[src/rtl/regfile_pkg.sv]
// Shared types for the register-file write arbiter: write-back entry and grant encoding.
package regfile_pkg;
  localparam int REG_ADDR_W = 5;
  localparam int DATA_W     = 32;
  localparam int CNT_W      = 3;  // holds 0..4 queued entries
  localparam int NUM_REQ    = 2;  // 0 = ALU, 1 = MEM
  localparam int NUM_PROBES = 2;  // ReadReg1, ReadReg2

  typedef struct packed {
    logic [REG_ADDR_W-1:0] rd;
    logic [DATA_W-1:0]     data;
  } wb_entry_t;

  typedef enum logic {
    GNT_ALU = 1'b0,
    GNT_MEM = 1'b1
  } gnt_t;
endpackage

[src/rtl/wb_queue.sv]
// Per-requester write-back FIFO: circular buffer with per-slot valid bits so
// in-flight destination registers can be matched against datapath reads.
module wb_queue
  import regfile_pkg::*;
#(
  parameter int DEPTH = 2
) (
  input  logic                                      clk,
  input  logic                                      rst,
  input  logic                                      push_i,
  input  wb_entry_t                                 push_entry_i,
  input  logic                                      pop_i,
  input  logic [NUM_PROBES-1:0][REG_ADDR_W-1:0]     probe_i,
  output logic [CNT_W-1:0]                          count_o,
  output wb_entry_t                                 head_o,
  output logic [NUM_PROBES-1:0]                     hit_o
);
  localparam int PTR_W = (DEPTH > 1) ? $clog2(DEPTH) : 1;

  wb_entry_t [DEPTH-1:0] ent_q;
  logic [DEPTH-1:0]      vld_q;
  logic [PTR_W-1:0]      wr_ptr_q, wr_ptr_d, rd_ptr_q, rd_ptr_d;
  logic [CNT_W-1:0]      count_q, count_d;

  function automatic logic [PTR_W-1:0] bump(input logic [PTR_W-1:0] p);
    return (p == PTR_W'(DEPTH-1)) ? '0 : p + 1'b1;
  endfunction

  always_comb begin
    wr_ptr_d = wr_ptr_q;
    rd_ptr_d = rd_ptr_q;
    if (push_i) wr_ptr_d = bump(wr_ptr_q);
    if (pop_i)  rd_ptr_d = bump(rd_ptr_q);
    count_d = count_q + CNT_W'(push_i) - CNT_W'(pop_i);
  end

  // Clear-on-pop precedes set-on-push; the two slots differ unless the queue is empty.
  always_ff @(posedge clk or posedge rst) begin
    if (rst) begin
      ent_q    <= '0;
      vld_q    <= '0;
      wr_ptr_q <= '0;
      rd_ptr_q <= '0;
      count_q  <= '0;
    end else begin
      wr_ptr_q <= wr_ptr_d;
      rd_ptr_q <= rd_ptr_d;
      count_q  <= count_d;
      if (pop_i) vld_q[rd_ptr_q] <= 1'b0;
      if (push_i) begin
        ent_q[wr_ptr_q] <= push_entry_i;
        vld_q[wr_ptr_q] <= 1'b1;
      end
    end
  end

  always_comb begin
    hit_o = '0;
    for (int p = 0; p < NUM_PROBES; p++)
      for (int i = 0; i < DEPTH; i++)
        if (vld_q[i] && ent_q[i].rd == probe_i[p]) hit_o[p] = 1'b1;
  end

  assign count_o = count_q;
  assign head_o  = ent_q[rd_ptr_q];
endmodule

[src/rtl/regfile_write_arbiter.sv]
// Merges ALU and load write-backs into one registered register-file write port
// with round-robin arbitration and pending-write scoreboarding for reads.
module regfile_write_arbiter
  import regfile_pkg::*;
#(
  parameter int DEPTH = 2
) (
  input  logic                  clk,
  input  logic                  rst,
  input  logic                  alu_valid,
  output logic                  alu_ready,
  input  logic [REG_ADDR_W-1:0] alu_reg,
  input  logic [DATA_W-1:0]     alu_data,
  input  logic                  mem_valid,
  output logic                  mem_ready,
  input  logic [REG_ADDR_W-1:0] mem_reg,
  input  logic [DATA_W-1:0]     mem_data,
  output logic                  RegWrite,
  output logic [REG_ADDR_W-1:0] WriteReg,
  output logic [DATA_W-1:0]     WriteData,
  input  logic [REG_ADDR_W-1:0] ReadReg1,
  input  logic [REG_ADDR_W-1:0] ReadReg2,
  output logic                  busy1,
  output logic                  busy2,
  output logic [3:0]            pending
);
  logic      [NUM_REQ-1:0]                  req_vld, ready, push, gnt, ne;
  wb_entry_t [NUM_REQ-1:0]                  req_ent, head;
  logic      [NUM_REQ-1:0][CNT_W-1:0]       cnt;
  logic      [NUM_REQ-1:0][NUM_PROBES-1:0]  hit;
  logic      [NUM_PROBES-1:0][REG_ADDR_W-1:0] probe;

  gnt_t      last_q, last_d;
  logic      wr_vld_q;
  wb_entry_t wr_ent_q;

  assign req_vld  = {mem_valid, alu_valid};
  assign req_ent  = {{mem_reg, mem_data}, {alu_reg, alu_data}};
  assign probe    = {ReadReg2, ReadReg1};

  for (genvar g = 0; g < NUM_REQ; g++) begin : g_req
    // Writes to r0 complete the handshake but are dropped here.
    assign ready[g] = cnt[g] < CNT_W'(DEPTH);
    assign push[g]  = req_vld[g] && ready[g] && (req_ent[g].rd != '0);
    assign ne[g]    = cnt[g] != '0;

    wb_queue #(.DEPTH(DEPTH)) u_q (
      .clk          (clk),
      .rst          (rst),
      .push_i       (push[g]),
      .push_entry_i (req_ent[g]),
      .pop_i        (gnt[g]),
      .probe_i      (probe),
      .count_o      (cnt[g]),
      .head_o       (head[g]),
      .hit_o        (hit[g])
    );
  end

  always_comb begin
    gnt    = '0;
    last_d = last_q;
    if (ne[0] && (!ne[1] || last_q == GNT_MEM)) begin
      gnt[0] = 1'b1;
      last_d = GNT_ALU;
    end else if (ne[1]) begin
      gnt[1] = 1'b1;
      last_d = GNT_MEM;
    end
  end

  // last_grant resets to MEM so the ALU wins the first contended cycle.
  always_ff @(posedge clk or posedge rst) begin
    if (rst) begin
      wr_vld_q <= 1'b0;
      wr_ent_q <= '0;
      last_q   <= GNT_MEM;
    end else begin
      wr_vld_q <= |gnt;
      last_q   <= last_d;
      if (|gnt) wr_ent_q <= gnt[1] ? head[1] : head[0];
    end
  end

  assign alu_ready = ready[0];
  assign mem_ready = ready[1];
  assign RegWrite  = wr_vld_q;
  assign WriteReg  = wr_ent_q.rd;
  assign WriteData = wr_ent_q.data;

  assign busy1 = (ReadReg1 != '0) &&
                 (hit[0][0] || hit[1][0] || (wr_vld_q && wr_ent_q.rd == ReadReg1));
  assign busy2 = (ReadReg2 != '0) &&
                 (hit[0][1] || hit[1][1] || (wr_vld_q && wr_ent_q.rd == ReadReg2));

  assign pending = 4'(cnt[0]) + 4'(cnt[1]) + 4'(wr_vld_q);
endmodule

[config.mk]
export PLATFORM = sky130hd
export DESIGN_NAME = regfile_write_arbiter
export DESIGN_NICKNAME = d
export VERILOG_FILES = /design/src/rtl/regfile_pkg.sv /design/src/rtl/wb_queue.sv /design/src/rtl/regfile_write_arbiter.sv
export SDC_FILE = /design/constraint.sdc
export NUM_CORES = 1
export LEC_CHECK = 0
export ABC_AREA = 1
export BUFFER_PORTS_ARGS = -buffer_cell sky130_fd_sc_hd__buf_4
export CAP_MARGIN = 5
export CORE_UTILIZATION = 40
export CTS_BUF_LIST = sky130_fd_sc_hd__clkbuf_8
export DETAILED_ROUTE_END_ITERATION = 8
export PLACE_DENSITY = 0.64
export SYNTH_ARGS = -nofsm -noshare
export SYNTH_HDL_FRONTEND = slang
export SYNTH_SLANG_ARGS = --single-unit
[constraint.sdc]
create_clock -name clk -period 14.7 [get_ports clk]
set_input_delay 0.735 -clock clk [delete_from_list [all_inputs] [get_ports clk]]
set_output_delay 0.735 -clock clk [all_outputs]
set_load 0.01 [all_outputs]
== Yosys cells after proc, flatten, opt, wreduce, memory -nomap -nowiden ==
Index checks and enable logic that the tools add are counted.

* Bits in latches: 0
* Bits of input ports: 88
* Memories kept: 0
* Output and inout port bits: 46
* Logic and storage cells: 131
* ROM bits: 0
* Register bits: 201
* RAM bits: 0

* Divide/modulo/power cells: 0
* Shift-type cells: 0
* Add/subtract/negate cells: 10
* $lt $le $gt $ge: 10
* Equality and inequality tests: 10
* Multiplexer cells: 40
* Bitwise operators: 6
* Reductions and logical operators: 35
* Multipliers: 0

{| class="wikitable"
|+ Operators with widths
! operator !! number
|-
| 2-to-1 mux 37 bit || 7
|-
| bitwise mux 74 bit || 2
|-
| demux 37 bit (select 1 bit) || 2
|-
| == test 5 bit || 10
|-
| logical AND 1 bit || 21
|-
| 2-to-1 mux 1 bit || 21
|-
| nonzero test 5 bit || 4
|-
| less-than comparator 1 x 2 -> 1 bit, second input constant || 4
|-
| 2-to-1 mux 2 bit || 4
|-
| adder 3 x 1 -> 3 bit || 2
|-
| less-than comparator 3 x 2 -> 1 bit, second input constant || 2
|-
| nonzero test 3 bit || 2
|-
| subtractor 3 x 1 -> 3 bit || 2
|-
| logical OR 1 bit || 5
|-
| adder 1 bit, second input constant || 4
|-
| adder 3 x 3 -> 4 bit || 1
|-
| adder 4 x 1 -> 4 bit || 1
|-
| AND 2 bit || 2
|-
| demux 1 bit (select 1 bit) || 4
|-
| >= comparator 1 bit, second input constant || 4
|-
| NOT 2 bit || 2
|-
| bitwise OR 2 bit || 2
|-
| nonzero test 2 bit || 1
|-
| OR reduction 2 bit || 1
|-
| logical NOT 1 bit || 1
|}

== Depth between registers and ports, before layout ==
Gate-level depths: netlist (run 1).

* Depth in word-level cells: 9
* Mapped depth: 11

== Modules after synthesis ==
Synthesis (run 1) repeated with hierarchy kept, for this count alone.

* Cell total of the unflattened synthesis: 1329
* Area, all modules: 9998.3 um^2

{| class="wikitable"
|+ Modules (own cells, without submodules)
! module !! times used !! area an instance (um^2) !! cells each
|-
| wb_queue at g_req[1].u_q || 1 || 3908.7 || 516
|-
| wb_queue at g_req[0].u_q || 1 || 3907.5 || 516
|-
| regfile_write_arbiter || 1 || 2182.1 || 297
|}

== Least setup slack after synthesis (run 1) ==
OpenSTA, ideal clock, no wires.

* Kind: input -> output
* Start point: input port ReadReg2[1]
* End point: output port busy2
* Stages on the path: 9
* Arrival time: 1.570 ns
* Buffers on the path: 1
* Setup slack: 12.395 ns
* Required time: 13.965 ns
* Path through: clkbuf_1 inv_1 nand2_1 o21ai_0 nor2_1 nand3_1 nand2_1 nor2_1 nor2_1

* Cells in the longest elaborated chain, start to end: 7
* Elaborated cells between the ends (all ways): 18
* Classes of those cells: 5 x eq/ne; 4 x mux; 9 x reduce/logical

{| class="wikitable"
|+ RTL lines
! item !! RTL line !! RTL
|-
| from (decl) || regfile_write_arbiter.sv:22 || <nowiki>input logic [REG_ADDR_W-1:0] ReadReg2,</nowiki>
|-
| == test 5 bit || wb_queue.sv:61 || <nowiki>if (vld_q[i] && ent_q[i].rd == probe_i[p]) hit_o[p] = 1'b1;</nowiki>
|-
| logical AND 1 bit || wb_queue.sv:61 ||
|-
| 2-to-1 mux 1 bit (2 in a row) || wb_queue.sv:61 ||
|-
| logical OR 1 bit (2 in a row) || regfile_write_arbiter.sv:94 || <nowiki>(hit[0][1] || hit[1][1] || (wr_vld_q && wr_ent_q.rd == ReadReg2));</nowiki>
|-
| logical AND 1 bit (*) || regfile_write_arbiter.sv:93 || <nowiki>assign busy2 = (ReadReg2 != '0) &&</nowiki>
|-
| to (decl) || regfile_write_arbiter.sv:24 || <nowiki>output logic busy2,</nowiki>
|}

Mark *: on every way between the ends. The rest lies on a longest branch, timed or not.

== Worst setup path after layout (run 1) ==
* Start point: register g_req[1].u_q.count_q[1]
* End point: register g_req[1].u_q.count_q[2]

* Cells in the longest elaborated chain, start to end: 6
* Elaborated cells between the ends (all ways): 11
* Classes of those cells: 2 x add/sub; 1 x order compare; 2 x mux; 6 x reduce/logical

{| class="wikitable"
|+ RTL lines
! item !! RTL line !! RTL
|-
| from (decl) || wb_queue.sv:23 || <nowiki>logic [CNT_W-1:0] count_q, count_d;</nowiki>
|-
| from (signal assigned) || wb_queue.sv:48 || <nowiki>count_q <= count_d;</nowiki>
|-
| parallel branches: the longest is 5 deep, another holds less-than comparator 3 x 2 -> 1 bit || - ||
|-
| subtractor 3 x 1 -> 3 bit (*) || wb_queue.sv:34 || <nowiki>count_d = count_q + CNT_W'(push_i) - CNT_W'(pop_i);</nowiki>
|-
| net g_req[1].u_q.count_d[2] || wb_queue.sv:23 ||
|}

Mark *: on every way through the listed nets, which the timed path passes.
A chain may end at the register's enable or synchronous reset.

==> results of run 1 <==
[Yosys cell counts (all sizes together)]
cell type / n
a21oi: 42
buf: 48
clkbuf: 17
clkinv: 1
dfrtp: 200
dfstp: 1
fa: 4
ha: 8
inv: 132
nand2: 510
nand3: 17
nor2: 78
nor3: 6
o21ai: 216
o21bai: 1
xnor2: 1
xor2: 5
[logic make-up after synthesis]
logic type                 Yosys count
AOI/OAI and AO/OA                  259
xor gates and xnor gates             6
adders and majority gates           12
buffers and inverters              198
DFF                                201
and+or+nand+nor                    611
[registers in the layout, summed over array words and instances (netlist names)]
register	cells
g_req.u_q.vld_q	4
g_req.u_q.count_o	6
RegWrite	1
g_req.u_q.rd_ptr_q	2
WriteReg	5
g_req.u_q.ent_q	148
last_q	1
g_req.u_q.wr_ptr_q	2
WriteData	32
[path summary, 6_finish.rpt]
path                                                    from                                  to  slack [ns]  cells past startpoint
max                        g_req[1].u_q.count_o[1]$_DFF_PP0_   g_req[1].u_q.count_o[2]$_DFF_PP0_       11.60                     10
min                                                      rst  g_req[0].u_q.ent_q[46]$_DFFE_PP0P_        0.42                      2
max reg2reg                g_req[1].u_q.count_o[1]$_DFF_PP0_   g_req[1].u_q.count_o[2]$_DFF_PP0_       11.60                     10
min reg2reg                g_req[0].u_q.ent_q[5]$_DFFE_PP0P_   g_req[0].u_q.ent_q[5]$_DFFE_PP0P_        0.48                      2
max in group asynchronous                                rst  g_req[1].u_q.ent_q[32]$_DFFE_PP0P_       12.74                      3
min in group clk           g_req[0].u_q.ent_q[5]$_DFFE_PP0P_   g_req[0].u_q.ent_q[5]$_DFFE_PP0P_        0.48                      2
[layout make-up]
class	count	area, µm²
clock buffer	46	633
clock inverter	11	47.5
fill	2481	12600
inverter	133	509
multi-input combinational	888	3920
sequential	201	5030
tap	324	405
timing repair buffer	144	1080
[power groups by stage]
stage	Combinational, mW	Sequential [mW]	Clock, mW
2_1_floorplan	0.746	0.968	0
3_3_place_gp	1.03	0.998	0
3_5_place_dp	1.06	1.00	0
4_1_cts	1.06	0.996	0.512
5_1_grt	1.20	1.03	0.539
6_report	1.04	0.997	0.499
[layer usage]
layer | global-route usage, % | wire (µm) | part of all wire [%]
met3 | 3.36 | 1370 | 5.2
met5 | 0 | 0 | 0
met1 | 28.8 | 12000 | 45
met4 | 7.30 | 709 | 2.7
met2 | 34.6 | 12300 | 47
==> out/qor.yml, run 1 <==
vias_per_cell: 4.85
p_switching_mw: 1.04
cp_data_arrival_time_ns: 3.49
die_area_mm2: 0.0253
mostFrequentLayoutCell: "nand2_1"
leakage_nw: 6.30
wl_per_cell_um: 15.1
fin_crit_sh_pct: 21.1
hp-class: "in2async"
die_h_um: 159
vias: 8467
cap_violations: 0
dp.cells: 1690
finalPower_mw: 2.54
drv_slew: 0
synth-adder-area-share_pct: 1.83
final-setup-viol-count: 0
clk_pin_slew_ns: 0.06
critical_path.top_delay_family: "compound AO/OA/AOI/OAI gates"
grt_use_total_pct: 21.2
critPathCaptureType: "register"
finClkSkew_ns: 0.00921
insertion_delay_ns: 0.51
synth_top_cell_area_share_pct: 50.8
fmax_mhz: 323
worst-path-buf-inv: 3
die_w_um: 159
worst_slack_ns: 11.60
synth_warnings: 0
std_cell_rows: 57
syn-num-nets: 1387
drive_above_1_share_pct: 15.0
pre_cts_slack_ns: 11.60
synth_area_leaders: "dfrtp_1 (51%), nand2_1 (19%), o21ai_0 (9.9%), inv_1 (4.9%), nor2_1 (3.0%)"
synth_xor_area_share_pct: 0.533
crit_chain: "nor3_4, buf_4, o21bai_4, nand2_8, inv_1, ha_1, inv_1, ha_1, fa_1, xnor2_1"
grt_pass1_wl_um: 42900
nets: 1503
cpPeakStageDelay_ns: 0.83
cts_tree: "done"
htreeDepth: 2
swShare_pct: 41.1
slowest_stage: "o21bai_4"
instances_no_fill: 1747
ir_drop_mv: 0.110
area_growth_pct: 18.0
max-slew-margin-rel_pct: 32.4
start_kind: "register"
p_int_mw: 1.49
ys_ff_latch: 201
status: "finished, final reports clean"
coreArea_mm2: 0.0242
worstPathRequired_ns: 15.10
synth-seq-area-share_pct: 51.0
numCtsBuffers: 35
final_cell_mix: "nand2_1 (503), dfrtp_1 (200), o21ai_0 (195)"
path_max_fanout: 41
routed_wl_um: 26400
antenna_found_initial: 0
ios: 134
grt_max_degree: 125
fin_hold_ws_ns: 0.417
muxShareOfSynthArea_pct: 0
diodes: 0
power.density_mw_per_mm2: 218
synth_cell_types: 29
cts_sinks: 201
root_buffer: "clkbuf_8"
yosysTopAreaCell: "dfrtp_1"
overflow: 0
clock_path_buffers: 3
ctsResizeCount: 0
drtIter0Drc: 590
place_hpwl_um: 17600
drc_errors: 0
start_util_pct: 40.7
rsz0062_at_grt: "no"
fin_util_pct: 48.0
ant_nets: 0
final_area_mm2: 0.0116
synth-simple-area-share_pct: 24.0
port_buffers: 133
place_congestion: 0.910
hold_violations: 0
post-route-min-period_ns: 3.10
seq_power_share_pct: 39.3
netlist_instances: 1287
synth_compound_area_share_pct: 13.4
worstMarginPinSlew_ns: 1.01
tns_ns: 0
first_global_vias: 8171
dpl_cell_area_mm2: 0.0110
synth.avg_cell_area_um2: 7.66
clkPwrFrac_pct: 19.7
synth_area_mm2: 0.00986
postCtsSetupBuffers: 0
first_pass_iters: 7
synth_top_family_by_area: "simple AND/OR/NAND/NOR gates"
hold_buffers: 0
power_frac_comb_pct: 41.1
crit_type: "reg2reg"
Power figures use the tool's default switching activity.
==> run 2: changes to the inputs <==
Settings changed: PLACE_DENSITY 0.64 to 0.66.
Clock period 14.7 ns to 2.73 ns, I/O delays scaled along.
==> run 2 against run 1 <==
Via count up 3.4%. Sequential power rose to 5.4 times the previous value. Non-clock buffer count grew 81. Total power grew to 5.5 times the previous value. Sequential share of layout area down 3.2 points. Final cell count up 5.0%. Maximum frequency is 39% higher. First-iteration DRC count down 9.5%. Critical path depth is 1 lower. Core utilization is 3.8 points higher. Global-route usage is 0.20 points higher. Critical path type unchanged.
==> out/qor.yml, run 2 (synthesized netlist as in run 1, its figures left out) <==
status: "finished, final reports clean"
drive_above_1_share_pct: 14.6  # -0.40 points
place_congestion: 0.925  # +1.7%
antenna_found_initial: 0  # unchanged
std_cell_rows: 57  # unchanged
port_buffers: 133  # unchanged
grt_use_total_pct: 21.4  # +0.20 points
leakage_nw: 6.71  # +6.4%
grt_pass1_wl_um: 43500  # +1.3%
clk_pin_slew_ns: 0.06  # about the same
worstPathRequired_ns: 3.13  # -11.97 ns
swShare_pct: 40.3  # -0.82 points
clkPwrFrac_pct: 20.1  # +0.4 points
fin_util_pct: 51.7  # +3.8 points
start_kind: "register"
max-slew-margin-rel_pct: 50.5  # +18 points
die_w_um: 159  # unchanged
die_h_um: 159  # unchanged
routed_wl_um: 26600  # +0.68%
p_switching_mw: 5.59  # +430%
root_buffer: "clkbuf_8"
drtIter0Drc: 534  # -9.5%
final_cell_mix: "nand2_1 (503), dfrtp_1 (200), o21ai_0 (195)"
drc_errors: 0  # unchanged
finClkSkew_ns: 0.0307  # +0.0215 ns
dp.cells: 1696  # +0.36%
worstMarginPinSlew_ns: 0.738  # -0.276 ns
hp-class: "in2reg"
drv_slew: 0  # unchanged
hold_violations: 0  # unchanged
insertion_delay_ns: 0.54  # +0.03 ns
cts_sinks: 201  # unchanged
cap_violations: 0  # unchanged
largest_reg_flops: 148  # unchanged
first_pass_iters: 5  # -2
vias_per_cell: 4.77  # -1.5%
place_hpwl_um: 17800  # +1.0%
power_frac_comb_pct: 41.2  # about the same
postCtsSetupBuffers: 0  # unchanged
instances_no_fill: 1834  # +5.0%
ctsResizeCount: 0  # unchanged
cts_tree: "done"
cp-startpoint: "g_req[1].u_q.count_o[1]$_DFF_PP0_"
area_growth_pct: 27.2
reg2reg_depth: 9  # -1
coreArea_mm2: 0.0242  # unchanged
fmax_mhz: 448  # +39%
p_int_mw: 8.27  # +450%
critPathCaptureType: "register"
ios: 134  # unchanged
mostFrequentLayoutCell: "nand2_1"
ant_nets: 0  # unchanged
rsz0062_at_grt: "no"
r2r-end: "g_req[0].u_q.count_o[2]$_DFF_PP0_"
rrSetupSlack_ns: 0.50  # -11.11 ns
numCtsBuffers: 36  # +2.9%
fin_hold_ws_ns: 0.0205  # -0.396 ns
worstReg2RegStart: "g_req[1].u_q.count_o[1]$_DFF_PP0_"
finalPower_mw: 13.9  # +450%
seq_power_share_pct: 38.6  # -0.7 points
wl_per_cell_um: 14.5  # -4.1%
ir_drop_mv: 0.580  # +430%
post-route-min-period_ns: 2.23  # -0.863 ns
nets: 1585  # +5.5%
crit_end: "g_req[0].u_q.count_o[2]$_DFF_PP0_"
hold_buffers: 75  # +75
final-setup-viol-count: 0  # unchanged
first_global_vias: 8519  # +4.3%
diodes: 0  # unchanged
fin_crit_sh_pct: 81.8  # +61 points
vias: 8756  # +3.4%
power.density_mw_per_mm2: 1100  # +410%
clock_path_buffers: 3  # unchanged
overflow: 0  # unchanged
cp_data_arrival_time_ns: 2.63  # -0.86 ns
die_area_mm2: 0.0253  # unchanged
grt_max_degree: 103  # -18%
htreeDepth: 2  # unchanged
start_util_pct: 40.7  # unchanged
crit_type: "reg2reg"
largest_register: "g_req.u_q.ent_q"
path_max_fanout: 4  # -90%
## run 2: changes by cell type in the layout (fill, tap and decap cells not counted), sizes merged
cell	delta
dlygate4sd3	+75
clkinv	-3
inv	+5
clkinvlp	+2
clkbuf	+2
buf	+6
## run 2: worst max-delay path: stages (launching register included)
cell and delay (ns):
dfrtp_1 0.46, nor3_4 0.35, inv_4 0.09, a21oi_1 0.19, ha_1 0.25, inv_1 0.05, ha_1 0.13, inv_1 0.05
fa_1 0.36, xor2_1 0.17
## run 2: worst min-delay path by stage
stage,from,end,slack [ns],depth (start not counted)
after CTS,alu_valid,g_req[0].u_q.wr_ptr_q$_DFFE_PP0N_,0.01,6
after detailed placement,rst,g_req[0].u_q.ent_q[49]$_DFFE_PP0P_,0.12,2
final,alu_valid,g_req[0].u_q.wr_ptr_q$_DFFE_PP0N_,0.02,6
after floorplan,mem_data[5],g_req[1].u_q.ent_q[42]$_DFFE_PP0P_,0.28,2
after global placement,rst,g_req[0].u_q.ent_q[48]$_DFFE_PP0P_,0.12,2
after global routing,mem_valid,g_req[1].u_q.wr_ptr_q$_DFFE_PP0N_,0.06,6
## run 2: power groups by stage
stage                     sequential (mW)  combinational, mW  clock (mW)
after floorplan                      5.21               4.02           0
final                                5.35               5.71        2.79
after detailed placement             5.39               5.70           0
after global placement               5.36               5.57           0
after CTS                            5.36               5.79        2.86
after global routing                 5.52               6.54        3.00
## run 2: per-layer routing
layer / track usage [%] / vias up / wire length (µm)
li1: - / 4403 / -
met1: 28.7 / 4066 / 11700
met2: 35.6 / 242 / 12700
met3: 3.39 / 45 / 1520
met4: 6.99 / 0 / 620
met5: 0 / - / 0
## run 2: layout make-up
cell class | instances | area (µm²)
flip-flops and latches | 201 | 5030
multi-input cells | 888 | 3920
clock inverters | 15 | 67.6
clock buffers | 48 | 661
well taps | 324 | 405
fillers | 2409 | 11700
repair buffers | 225 | 1950
inverters | 133 | 505
## run 2: stage by stage
step | area, µm² | setup TNS [ns] | setup slack, ns
after floorplan | 9860 | -1.60 | -0.00800
after global placement | 11100 | 0 | 0.550
after detailed placement | 11100 | 0 | 0.497
after CTS | 12500 | 0 | 0.477
after global routing | 12500 | 0 | 0.361
final | 12500 | 0 | 0.498
